<file path="src/rtl/alu_cmd_sequencer.sv">
// Issue-side controller for the 16-bit combinational ALU: accepts register-to-register
// commands, drives the ALU from registered operands, writes back and returns the result.
module alu_cmd_sequencer #(
    parameter int unsigned WIDTH = 16,
    parameter int unsigned AW    = 2
) (
    input  logic             clk,
    input  logic             rst,
    input  logic             cmd_valid,
    output logic             cmd_ready,
    input  logic [2:0]       cmd_op,
    input  logic [AW-1:0]    cmd_rd,
    input  logic [AW-1:0]    cmd_rs1,
    input  logic [AW-1:0]    cmd_rs2,
    input  logic             ld_en,
    input  logic [AW-1:0]    ld_addr,
    input  logic [WIDTH-1:0] ld_data,
    output logic [WIDTH-1:0] Din1,
    output logic [WIDTH-1:0] Din2,
    output logic [2:0]       MS,
    input  logic [WIDTH-1:0] ALU_out,
    output logic             rsp_valid,
    input  logic             rsp_ready,
    output logic [WIDTH-1:0] rsp_data,
    output logic             rsp_err,
    output logic [AW-1:0]    rsp_rd
);

    localparam int unsigned NREGS = 2 ** AW;

    typedef enum logic [1:0] {
        IDLE  = 2'd0,
        ISSUE = 2'd1,
        CAPT  = 2'd2,
        RESP  = 2'd3
    } state_t;

    state_t state, state_nxt;

    logic [WIDTH-1:0] rf [NREGS];
    logic [2:0]       op_q;
    logic [AW-1:0]    rd_q;
    logic [AW-1:0]    rs1_q;
    logic [AW-1:0]    rs2_q;
    logic [WIDTH-1:0] rs1_val;
    logic [WIDTH-1:0] rs2_val;
    logic             trap;
    logic             accept;

    assign rs1_val = rf[rs1_q];
    assign rs2_val = rf[rs2_q];

    // Zero divisors and the unused opcode never reach the ALU.
    assign trap = (op_q == 3'b000) ||
                  (((op_q == 3'b100) || (op_q == 3'b110)) && (rs2_val == '0));

    always_ff @(posedge clk) begin
        if (rst) begin
            state <= IDLE;
        end else begin
            state <= state_nxt;
        end
    end

    always_comb begin
        state_nxt = state;
        cmd_ready = 1'b0;
        rsp_valid = 1'b0;
        accept    = 1'b0;
        case (state)
            IDLE: begin
                cmd_ready = ~rst;
                accept    = cmd_valid & ~rst;
                if (accept) begin
                    state_nxt = ISSUE;
                end
            end
            ISSUE: begin
                state_nxt = trap ? RESP : CAPT;
            end
            CAPT: begin
                state_nxt = RESP;
            end
            RESP: begin
                rsp_valid = 1'b1;
                if (rsp_ready) begin
                    state_nxt = IDLE;
                end
            end
            default: begin
                state_nxt = IDLE;
            end
        endcase
    end

    always_ff @(posedge clk) begin
        if (rst) begin
            rf       <= '{default: '0};
            op_q     <= '0;
            rd_q     <= '0;
            rs1_q    <= '0;
            rs2_q    <= '0;
            Din1     <= '0;
            Din2     <= '0;
            MS       <= '0;
            rsp_data <= '0;
            rsp_err  <= 1'b0;
            rsp_rd   <= '0;
        end else begin
            case (state)
                IDLE: begin
                    // A same-cycle load lands before ISSUE reads the file.
                    if (ld_en) begin
                        rf[ld_addr] <= ld_data;
                    end
                    if (accept) begin
                        op_q  <= cmd_op;
                        rd_q  <= cmd_rd;
                        rs1_q <= cmd_rs1;
                        rs2_q <= cmd_rs2;
                    end
                end
                ISSUE: begin
                    if (trap) begin
                        rsp_data <= '0;
                        rsp_err  <= 1'b1;
                        rsp_rd   <= rd_q;
                    end else begin
                        Din1 <= rs1_val;
                        Din2 <= rs2_val;
                        MS   <= op_q;
                    end
                end
                CAPT: begin
                    rf[rd_q] <= ALU_out;
                    rsp_data <= ALU_out;
                    rsp_err  <= 1'b0;
                    rsp_rd   <= rd_q;
                end
                RESP: begin
                    if (rsp_ready) begin
                        MS <= '0;
                    end
                end
                default: begin
                end
            endcase
        end
    end

endmodule
</file>
<file path="config.mk">
export PLATFORM = sky130hd
export DESIGN_NAME = alu_cmd_sequencer
export DESIGN_NICKNAME = d
export VERILOG_FILES = /design/src/rtl/alu_cmd_sequencer.sv
export SDC_FILE = /design/constraint.sdc
export NUM_CORES = 1
export LEC_CHECK = 0
export ABC_AREA = 1
export BUFFER_PORTS_ARGS = -buffer_cell sky130_fd_sc_hd__buf_2
export CAP_MARGIN = 20
export CORE_ASPECT_RATIO = 0.5
export CORE_MARGIN = 2
export CORE_UTILIZATION = 45
export CTS_CLUSTER_DIAMETER = 30
export DETAILED_ROUTE_END_ITERATION = 10
export HOLD_SLACK_MARGIN = 0.03
export PLACE_DENSITY = 0.66
export REMOVE_ABC_BUFFERS = 1
export SLEW_MARGIN = 20
export SYNTH_ARGS = -nofsm -noshare
export SYNTH_HDL_FRONTEND = slang
export SYNTH_SLANG_ARGS = --single-unit
</file>
<file path="constraint.sdc">
create_clock -name clk -period 2.03 [get_ports clk]
set_input_delay 0.3045 -clock clk [delete_from_list [all_inputs] [get_ports clk]]
set_output_delay 0.3045 -clock clk [all_outputs]
set_load 0.005 [all_outputs]
</file>
### Word-level counts from Yosys, hierarchy flattened

Index checks and enable logic that the tools add are counted.

| word-level totals | value |
|---|---|
| flip-flop bits (word level) | 129 |
| output and inout bits | 56 |

| operators by class | value |
|---|---|
| equality and inequality tests | 10 |
| bitwise gates (word level) | 7 |
| magnitude comparators | 6 |
| reduce and logical (&&, ||, !) cells | 17 |
| multiplexer cells | 30 |

Operators with widths:

| cell | count |
|---|---|
| bitwise mux 64 bit | 2 |
| one-hot mux 64 bit (2 select lines) | 1 |
| two-way mux 16 bit | 7 |
| binary-select mux 16 bit (select 2 bit) | 2 |
| demux 16 bit (select 2 bit) | 2 |
| two-way mux 64 bit | 1 |
| one-hot mux 16 bit (2 select lines) | 1 |
| zero test 16 bit | 1 |
| >= comparator 3 bit (second input constant) | 4 |
| NOT 2 -> 3 bit | 4 |
| != test 2 bit (second input constant) | 5 |
| AND reduction 2 bit | 5 |
| one-hot mux 2 bit (4 select lines) | 1 |
| == test 3 bit (second input constant) | 2 |
| < comparator 3 x 1 -> 1 bit (second input constant) | 2 |
| two-way mux 2 bit | 3 |
| two-way mux 3 bit | 2 |
| one-hot mux 3 bit (2 select lines) | 1 |
| nonzero test 2 bit | 3 |
| two-way mux 1 bit | 5 |
| == test 2 bit (second input constant) | 2 |
| one-hot mux 2 bit (2 select lines) | 1 |
| logical AND 1 bit | 3 |
| zero test 3 bit | 1 |
| other kinds (7) | 9 |

### Longest topological paths before layout

| depth | value |
|---|---|
| depth after elaboration | 9 |
| mapped depth | 16 |

### Worst setup path after synthesis

Ideal clock, no wire load.

| timing | value |
|---|---|
| path type | register to register |
| from | register state[0] |
| to | register rf[7] in the netlist's numbering |
| period minus slack after synthesis | 1852 ps |
| data arrival time | 1735 ps |
| cell stages (with the launch flop) | 12 |
| path buffers | 3 |
| slack | 178 ps |
| setup time | 117 ps |
| cell sequence | dfxtp_1 inv_1 ha_1 buf_2 inv_1 buf_2 o21ai_0 nand2_1 clkbuf_1 inv_1 o21ai_0 nor2_1 |

| on the way | value |
|---|---|
| word-level cells in the longest chain between the ends | 3 |

RTL lines:

| item | RTL line | text |
|---|---|---|
| from (decl) | 38 | `state_t state, state_nxt;` |
| from (signal assigned) | 61 | `state <= state_nxt;` |
| == test 2 bit / zero test 2 bit (equally long branches) | 110 | `case (state)` |
| nonzero test 2 bit (no source line) / != test 2 bit (equally long branches) | n/a |  |
| AND reduction 2 bit (no source line) | n/a |  |
| to (signal, indexed assignment) | 114 | `rf[ld_addr] <= ld_data;` |
| to (signal, indexed assignment) | 135 | `rf[rd_q] <= ALU_out;` |
| to (decl) | 40 | `logic [WIDTH-1:0] rf [NREGS];` |

Parallel ways exist; a longest one is shown, timed or not.
A chain may end at the register's enable or synchronous reset.

### Final worst setup path

| timing | value |
|---|---|
| from | register rs2_q[0] |
| to | register rsp_data[13] |

| on the way | value |
|---|---|
| word-level cells in the longest chain between the ends | 9 |

RTL lines:

| item | RTL line | text |
|---|---|---|
| from (decl) | 44 | `logic [AW-1:0] rs2_q;` |
| from (signal assigned) | 120 | `rs2_q <= cmd_rs2;` |
| NOT 2 -> 3 bit (implied by the code) | 51 | `assign rs2_val = rf[rs2_q];` |
| binary-select mux 16 bit (select 2 bit) | 51 |  |
| two-way mux 16 bit (implied by the code) (2 in a row) | 51 |  |
| zero test 16 bit | 55 | `(((op_q == 3'b100) \|\| (op_q == 3'b110)) && (rs2_val == '0));` |
| logical AND 1 bit | 55 |  |
| logical OR 1 bit | 54 | `assign trap = (op_q == 3'b000) \|\|` |
| != test 2 bit (no source line) | n/a |  |
| AND reduction 2 bit (no source line) | n/a |  |
| to (signal assigned) | 136 | `rsp_data <= ALU_out;` |
| to (decl) | 24 | `output logic [WIDTH-1:0] rsp_data,` |

No other way between the ends. The select of a mux whose other input is x is not followed.

==> impl_metrics.py <==
metrics = {
    "outcome": {
        "status": "finished, final reports clean",
    },
    "cells_and_area": {
        "multi_input_area_um2": 3302,
        "antenna_cells": 0,
        "seq_area_um2": 2587,
        "stdcell_area_um2": 8110,
        "layout-drive-gt1-share_pct": 19.37,
        "nets": 1092,
        "area_growth_pct": 25.26,
        "fillCellCount": 1315,
    },
    "logic_synthesis": {
        "synth-seq-cells": 129,
        "syn-cell-area_um2": 6475,
        "avgSynthCellArea_um2": 6.816,
        "yosysWarnings": 0,
        "synthCells": 950,
        "ys_seq_area_share_pct": 39.88,
        "ys_types": 21,
    },
    "pwr": {
        "cellLeakagePower_uw": 0.003345,
        "total_power_uw": 11020,
        "cellPowerDensity_nw_per_um2": 1359,
        "peakVddDrop_v": 0.0005894,
    },
    "clocking": {
        "cts_tree": "yes",
        "cts.reportedPaths.clkPinSlew_ps": 60,
        "clkSinkCount": 129,
        "cts_inserted_buffers": 17,
        "hold_buffers": 0,
        "cts_max_path_buffers": 2,
        "clk_latency_ps": 420,
        "cts_max_level": 4,
        "cts_root_buf": "clkbuf_16",
    },
    "floorplan": {
        "rows": 30,
        "core_area_um2": 13810,
        "die_x_um": 173.6,
        "die_area_um2": 15420,
        "die_y_um": 88.82,
        "start_util_pct": 46.88,
        "num_io_pins": 104,
    },
    "critical_path": {
        "start_kind": "flop",
        "cpMostUsedCell": "nand2_1",
        "cp_slowest_cell": "dfxtp_4",
        "path_cells": "clkbuf_16 -> nand2_1 -> nand3_1 -> nand2_1 -> nand2_1 -> nor2_4 -> nand2_2 -> o21ai_2 -> buf_4 -> nand3_2 -> buf_4 -> nand3_1 -> a21oi_1",
        "required_ps": 2320,
        "worstPathMaxFanout": 16,
        "worstSetupPathType": "reg2reg",
        "critPathArrivalTime_ps": 2300,
        "slowest_delay_ps": 380,
        "endpoint_kind": "flop",
    },
    "global_routing": {
        "grt_first_pass_wirelength_um": 35160,
        "antenna_found_initial": 0,
        "grt_pass1_vias": 6617,
        "grt.overflow.total": 0,
        "grt_max_degree": 85,
        "grt_usage_pct": 29.73,
    },
    "route": {
        "drt_first_pass_iters": 6,
        "drc": 0,
        "drt_wl_total_um": 22870,
        "vias": 7232,
        "ant_nets": 0,
        "drtIter0Drc": 757,
        "detail_route.wl_per_cell_um": 18.37,
        "viasPerCell": 5.809,
    },
    "timing": {
        "period_minus_slack_ps": 2005,
        "report.final.setup_viol": 0,
        "fmax_mhz": 498.9,
        "finClkSkew_ps": 12.89,
        "final.setup.tns_ps": 0,
        "hold_viol_final": 0,
        "finalWorstSetupSlack_ps": 25.46,
        "worst_pin_slew_ps": 433.9,
        "fin_crit_sh_pct": 98.75,
        "relSlewSlack_pct": 71.07,
        "rsz0062_at_grt": "yes",
        "slew_violations": 0,
    },
    "placement": {
        "globalplace.congestion": 0.9054,
        "port_buffers": 103,
        "dp_slack_ps": -128.5,
        "dp_hpwl_um": 14350,
        "dpl_cell_area_um2": 7291,
    },
    "hold_path": {
        "hp-class": "in2reg",
    },
    "flow_run": {
        "maxCapViolCount": 0,
    },
}
[cells in the mapped netlist, drive strengths merged]
library cell    n  area (µm²)
nand2         207       777.0
a21oi         152       760.7
dfxtp         129        2582
o21ai         117       585.6
inv            81       304.0
nand3          80       417.9
o22ai          48       300.3
clkbuf         47       176.4
nor2           34       127.6
buf            25       181.4
o32ai          16       140.1
o31ai           9       67.56
ha              4       50.05
clkinv          1       3.750
[metal layers]
metal  track usage, %  share of wire (%)
met3            7.388                 12
met2            46.51                 43
met5                0                  0
met1            40.14                 44
met4            11.61                1.9
[power breakdown]
| group | switching, µW | leakage [µW] | internal [µW] |
|---|---|---|---|
| Combinational | 2500 | 0.00197 | 1410 |
| Clock | 1210 | 0.000324 | 2340 |
| Sequential | 431 | 0.00105 | 3130 |
| Total | 4140 | 0.00335 | 6880 |
[stage by stage]
step	std cells	hold slack (ps)	utilization [%]
6_report	1245	89.68	58.71
4_1_cts	1244	81.60	57.92
5_1_grt	1245	99.76	58.71
2_1_floorplan	878	373.6	-
3_3_place_gp	1212	449.5	52.78
3_5_place_dp	1212	449.6	52.78
[flip-flops by register name, indices dropped and copies added (netlist names)]
name / cells
Din1: 16
MS: 3
state: 2
rs1_q: 2
rf: 64
rd_q: 2
rs2_q: 2
rsp_data: 16
op_q: 3
rsp_rd: 2
rsp_err: 1
Din2: 16
[cells by family after synthesis]
group,count (synthesis),share of synthesized area [%]
AOI/OAI and AO/OA,342,28.64
adders and majority gates,4,0.7730
DFF,129,39.88
and+or+nand+nor,321,20.43
buffers and inverters,154,10.28
[path summary, 6_finish.rpt]
path	from	endpoint	slack [ps]	cells past startpoint
setup / recovery	rs2_q[0]$_SDFFE_PP0P_	rsp_data[13]$_SDFFE_PP0P_	30	13
hold / removal	cmd_rd[1]	rd_q[1]$_SDFFE_PP0P_	90	3
setup reg to reg	rs2_q[0]$_SDFFE_PP0P_	rsp_data[13]$_SDFFE_PP0P_	30	13
hold reg to reg	Din1[2]$_SDFFE_PP0P_	Din1[2]$_SDFFE_PP0P_	460	2
[cell usage in the layout (no fill, tap or decap), types with 25 or more instances in the layout]
cell / instances
buf_2: 103
dfxtp_1: 127
nand2_1: 203
o22ai_1: 48
inv_1: 74
nor2_1: 32
nand3_1: 73
o21ai_0: 99
buf_4: 25
a21oi_1: 148
[what timing repair did]
action | CTS | global route
gates cloned | 0 | 1
setup endpoints to repair | 55 | 64
resized for setup | 11 | 27
pin swaps | 0 | 5
buffers inserted | 0 | 0
[layout make-up]
class                           count  share of cell area (%)
Tap cell                          192                   2.962
Clock buffer                       19                   5.461
Clock inverter                     13                   2.854
Inverter                           82                   3.949
Sequential cell                   129                   31.90
Multi-Input combinational cell    667                   40.71
Timing Repair Buffer              143                   12.16
[critical path, delay by kind of cell, from the launching register on]
kind | cells | cell delay (ps)
buffers and inverters | 3 | 540
DFF | 1 | 380
AOI/OAI and AO/OA | 2 | 230
and+or+nand+nor | 8 | 720
(Power assumes the default switching activity.)
